File: src/rtl/multiplier_multicycle_pkg.sv
// Shared execute-stage types and constants for the iterative multiplier.
package multiplier_multicycle_pkg;

  typedef logic [63:0]  i64;
  typedef logic [127:0] i128;

  localparam int unsigned MUL_CYCLES = 64;

endpackage

File: src/rtl/multiplier_multicycle_mul_abs.sv
// Sign/magnitude split: returns {neg_flag, magnitude} for a value under a signed flag.
module mul_abs #(
  parameter int unsigned WIDTH = 64
) (
  input  logic [WIDTH-1:0] value,
  input  logic             is_signed,
  output logic [WIDTH:0]   abs_out
);

  logic neg;

  // The most-negative value negates to itself; read as unsigned it is the true magnitude.
  always_comb begin
    neg     = is_signed & value[WIDTH-1];
    abs_out = {neg, (neg ? (~value + 1'b1) : value)};
  end

endmodule

File: src/rtl/multiplier_multicycle.sv
// Radix-2 shift-add multiplier producing the full 2*WIDTH product over CYCLES edges.
module multiplier_multicycle
  import multiplier_multicycle_pkg::*;
#(
  parameter int unsigned WIDTH  = $bits(i64),
  parameter int unsigned CYCLES = WIDTH
) (
  input  logic               clk,
  input  logic               reset,
  input  logic               valid,
  input  logic               a_signed,
  input  logic               b_signed,
  input  logic [WIDTH-1:0]   a,
  input  logic [WIDTH-1:0]   b,
  input  logic               flush,
  output logic               busy,
  output logic               done,
  output logic [2*WIDTH-1:0] c
);

  localparam int unsigned CW = (CYCLES > 1) ? $clog2(CYCLES) : 1;

  typedef enum logic [1:0] {
    IDLE,
    BUSY,
    DONE
  } state_t;

  state_t state, state_next;

  logic [CW-1:0]      count;
  logic [2*WIDTH-1:0] acc;
  logic [2*WIDTH-1:0] mcand;
  logic [WIDTH-1:0]   mplier;
  logic               neg;

  logic [WIDTH:0]     abs_a;
  logic [WIDTH:0]     abs_b;
  logic [2*WIDTH-1:0] acc_sum;
  logic               last;

  mul_abs #(.WIDTH(WIDTH)) u_abs_a (
    .value     (a),
    .is_signed (a_signed),
    .abs_out   (abs_a)
  );

  mul_abs #(.WIDTH(WIDTH)) u_abs_b (
    .value     (b),
    .is_signed (b_signed),
    .abs_out   (abs_b)
  );

  always_comb begin
    acc_sum = acc + (mplier[0] ? mcand : '0);
    last    = (count == CW'(CYCLES - 1));
  end

  always_ff @(posedge clk or posedge reset) begin
    if (reset) state <= IDLE;
    else       state <= state_next;
  end

  always_comb begin
    state_next = state;
    case (state)
      IDLE: if (!flush && valid) state_next = BUSY;
      BUSY: begin
        if (flush)     state_next = IDLE;
        else if (last) state_next = DONE;
      end
      DONE: state_next = IDLE;
      default: state_next = IDLE;
    endcase
  end

  always_comb begin
    busy = (state != IDLE);
    done = (state == DONE);
  end

  // Datapath freezes on flush; the next acceptance reloads every register anyway.
  always_ff @(posedge clk or posedge reset) begin
    if (reset) begin
      count  <= '0;
      acc    <= '0;
      mcand  <= '0;
      mplier <= '0;
      neg    <= 1'b0;
      c      <= '0;
    end else begin
      case (state)
        IDLE: begin
          if (!flush && valid) begin
            mcand  <= {{WIDTH{1'b0}}, abs_a[WIDTH-1:0]};
            mplier <= abs_b[WIDTH-1:0];
            acc    <= '0;
            neg    <= abs_a[WIDTH] ^ abs_b[WIDTH];
            count  <= '0;
          end
        end
        BUSY: begin
          if (!flush) begin
            acc    <= acc_sum;
            mcand  <= mcand << 1;
            mplier <= mplier >> 1;
            count  <= count + 1'b1;
            if (last) c <= neg ? (~acc_sum + 1'b1) : acc_sum;
          end
        end
        default: ;
      endcase
    end
  end

endmodule

File: config.mk
export PLATFORM = sky130hd
export DESIGN_NAME = multiplier_multicycle
export DESIGN_NICKNAME = d
export VERILOG_FILES = /design/src/rtl/multiplier_multicycle_pkg.sv /design/src/rtl/multiplier_multicycle_mul_abs.sv /design/src/rtl/multiplier_multicycle.sv
export SDC_FILE = /design/constraint.sdc
export NUM_CORES = 2
export LEC_CHECK = 0
export CORE_ASPECT_RATIO = 0.6
export CORE_MARGIN = 5
export CORE_UTILIZATION = 45
export CTS_BUF_LIST = sky130_fd_sc_hd__clkbuf_16
export DETAILED_ROUTE_END_ITERATION = 6
export SLEW_MARGIN = 15
export SYNTH_ARGS = -nofsm -noshare
export SYNTH_HDL_FRONTEND = slang
export SYNTH_SLANG_ARGS = --single-unit
File: constraint.sdc
create_clock -name clk -period 27.7 [get_ports clk]
set_input_delay 8.31 -clock clk [delete_from_list [all_inputs] [get_ports clk]]
set_output_delay 8.31 -clock clk [all_outputs]
set_load 0.05 [all_outputs]
==> run_results.csv <==
group,metric,value,unit
outcome,status,"finished, final reports clean",
timing,worstMarginPinSlew,1.26,ns
detailed_routing,remaining_drc_errors,0,
grt,antenna_found_initial,5,
clocking,numCtsBuffers,49,
detailed_routing,viasPerCell,6.26,
synthesis,ys_seq_area_share,32.2,%
layout,nets,4899,
synthesis,postSynthCellCount,4554,
setup_path,path_cells,"clkdlybuf4s50_1, or4_1, nor4b_1, nor2b_1, nand3_1, nor2_1, nand3_1, or2_2, nor2b_1, and3b_1, nand2_1, o41ai_1, xor2_1, a21oi_1",
timing,period_share,45.1,%
synthesis,synth_top_family_by_area,"compound AO/OA/AOI/OAI gates",
grt,grt_start_max_net_pins,238,
grt,grt_first_pass_wirelength,214000,um
synthesis,yosysWarnings,0,
placed_design,gp_congestion,1.04,
grt,grt_pass1_vias,32239,
setup_path,path_max_fanout,6,
synthesis,synth-adder-area-share,4.67,%
synthesis,yosys.area.top_type_share,32.2,%
detailed_routing,antenna_left,0,
synthesis,synth_area_leader_cell,"dfrtp_1",
synthesis,synth-async-reset-ratio,100,%
layout,multiInputGateArea,22700,um^2
layout,final_cell_mix,"nand2_1, o21ai_0, dfrtp_1, a21oi_1, nor2_1",
grt,grt_overflow,0,
floorplanning,start_util,45.6,%
layout,finish.utilization,52.0,%
floorplanning,dieArea,84900,um^2
setup_path,crit_slowest_cell,"or4_1",
setup_path,critPathBufInv,1,
layout,drive_above_1_share,5.22,%
pwr,vdd_ir_drop_max,0.0648,mV
timing,max_freq,80.0,MHz
layout,fill_cells,7704,
worst_hold_path,min_path_type,"reg2reg",
flow_run,cap_violations,0,
clocking,cts_root_buf,"clkbuf_16",
layout,mostFrequentLayoutCell,"nand2_1",
timing,slew_violations,0,
timing,rsz0062_at_grt,"false",
setup_path,crit_cells,14,
synthesis,synth_flop_cell,"dfrtp_1",
setup_path,crit_path_max_incr_delay,0.61,ns
floorplanning,die_h,228,um
clocking,cts_tree,"built",
pwr,leakagePower,16.8,nW
synthesis,synth-compound-area-share,27.4,%
detailed_routing,drt_iter0_markers,4511,
setup_path,crit_family,"simple AND/OR/NAND/NOR gates",
synthesis,yosys-top-cells-area,"dfrtp_1, o21ai_0, nand2_1",
timing,hold_viol_final,0,
layout,area_growth,13.9,%
setup_path,critPathKind,"in2reg",
timing,setup_viol,0,
setup_path,r2r_cells,20,
timing,setup_tns,0,ns
synthesis,synth_xor_area_share,7.71,%
clocking,clk_latency,0.64,ns
floorplanning,rows,79,
clocking,post_cts_buffers,0,
clocking,cts_hold_buf,0,
clocking,post_cts_resized,0,
clocking,numClockSinks,457,
placed_design,postPlaceCellArea,38800,um^2
synthesis,synth-seq-cells,457,
synthesis,syn_nets,4820,
synthesis,synth_mux_area_share,0.380,%
layout,design_area,40500,um^2
setup_path,start_kind,"input port",
timing,finalCriticalPeriod,12.51,ns
setup_path,cp_data_arrival_time,12.98,ns
synthesis,syn_avg_cell_area,7.80,um^2
synthesis,synth-edff-count,0,
clocking,cts_buffer_depth,3,
synthesis,syn_area,35500,um^2
detailed_routing,wirelength,146000,um
clocking,cts.clk_slew.worst_paths,0.07,ns
detailed_routing,wl_per_cell,25.4,um
pwr,p_per_area,57.3,nW/um^2
placed_design,io_buffers,263,
layout,seqCellArea,11400,um^2
floorplanning,die_x,373,um
worst_hold_path,min_path_cells,2,
setup_path,endpoint_kind,"register",
placed_design,dp_hpwl,116000,um
detailed_routing,first_pass_iters,6,
synthesis,synth_cell_type_count,109,
clocking,h-tree-depth,2,
setup_path,cp.required,28.18,ns
floorplanning,io_pins,264,
synthesis,synth-simple-area-share,23.6,%
detailed_routing,num_vias,35892,
floorplanning,core,77900,um^2
timing,maxSlewHeadroom,15.1,%
grt,track_usage,33.1,%
timing,finalClockSkew,0.0291,ns
==> tightest hold or removal path, stage by stage (launching register included) <==
cell and delay (ns):
dfrtp_1 0.34, nand2_1 0.05, nand2_1 0.05
==> power breakdown <==
group / switching, mW / internal, mW
clock: 0.305 / 0.378
sequential: 0.0609 / 0.744
combinational: 0.568 / 0.263
total: 0.934 / 1.39
==> worst paths after layout <==
| check | endpoint | slack, ns | from |
|---|---|---|---|
| worst min-delay path | c[94] | 0.47 | c[94] |
| min in group asynchronous | mcand[37] | 8.22 | reset |
| worst min register to register | c[94] | 0.47 | c[94] |
| worst max-delay path | mcand[62] | 15.19 | a[7] |
| max in group asynchronous | mplier[0] | 17.22 | reset |
| worst max register to register | c[126] | 18.87 | mplier[0] |
==> kinds of logic after synthesis <==
group | count (synthesis)
xor gates and xnor gates | 313
DFF | 457
and+or+nand+nor | 1739
buffers and inverters | 354
AOI/OAI and AO/OA | 1546
muxes | 13
adders and majority gates | 132
==> synth_stat cells (all sizes together) (10+ instances only) <==
library cell	n
and2	159
a211oi	43
inv	60
o21a	12
dfrtp	457
nand2	629
o41ai	20
o21bai	18
xnor2	156
xor2	157
or3	60
or2	21
nor3	105
o31ai	75
a31oi	24
nand4	116
a21oi	442
clkbuf	235
a22oi	17
o211ai	29
o2111ai	10
a21boi	11
ha	131
or4	25
a221oi	18
a21o	55
and3	15
o21ai	539
nor4	42
nor2	368
nand3	95
nor2b	12
buf	59
nand2b	28
a22o	135
and4	25
==> registers in the layout, summed over array words and instances (netlist names) <==
register,cells
acc,128
c,128
count,6
mcand,128
mplier,64
neg,1
state,2
==> stage by stage <==
step	power, mW	instances	worst slack [ns]	hold WS (ns)
finish	2.32	5729	15.19	0.468
global route	2.43	5727	14.65	0.496
CTS	2.30	5726	15.25	0.470
detailed placement	1.61	5635	14.58	0.456
global placement	1.60	5635	14.66	0.451
floorplan	1.34	4554	6.65	0.439
==> final cells by class <==
cell class,instances,area share (%)
repair buffers,322,7.66
flip-flops and latches,457,28.3
inverters,60,0.575
well taps,1053,3.26
diodes,3,0.0186
clock buffers,50,3.09
clock inverters,41,0.900
multi-input cells,3743,56.2
==> per-layer routing <==
metal / GRT usage (%) / wire length (um) / up-vias
met5: 5.61 / 663 / -
met1: 52.9 / 72300 / 17229
met2: 37.5 / 48100 / 1779
li1: - / - / 16745
met3: 17.8 / 23000 / 129
met4: 4.07 / 1630 / 10
Power figures use the tool's default switching activity.
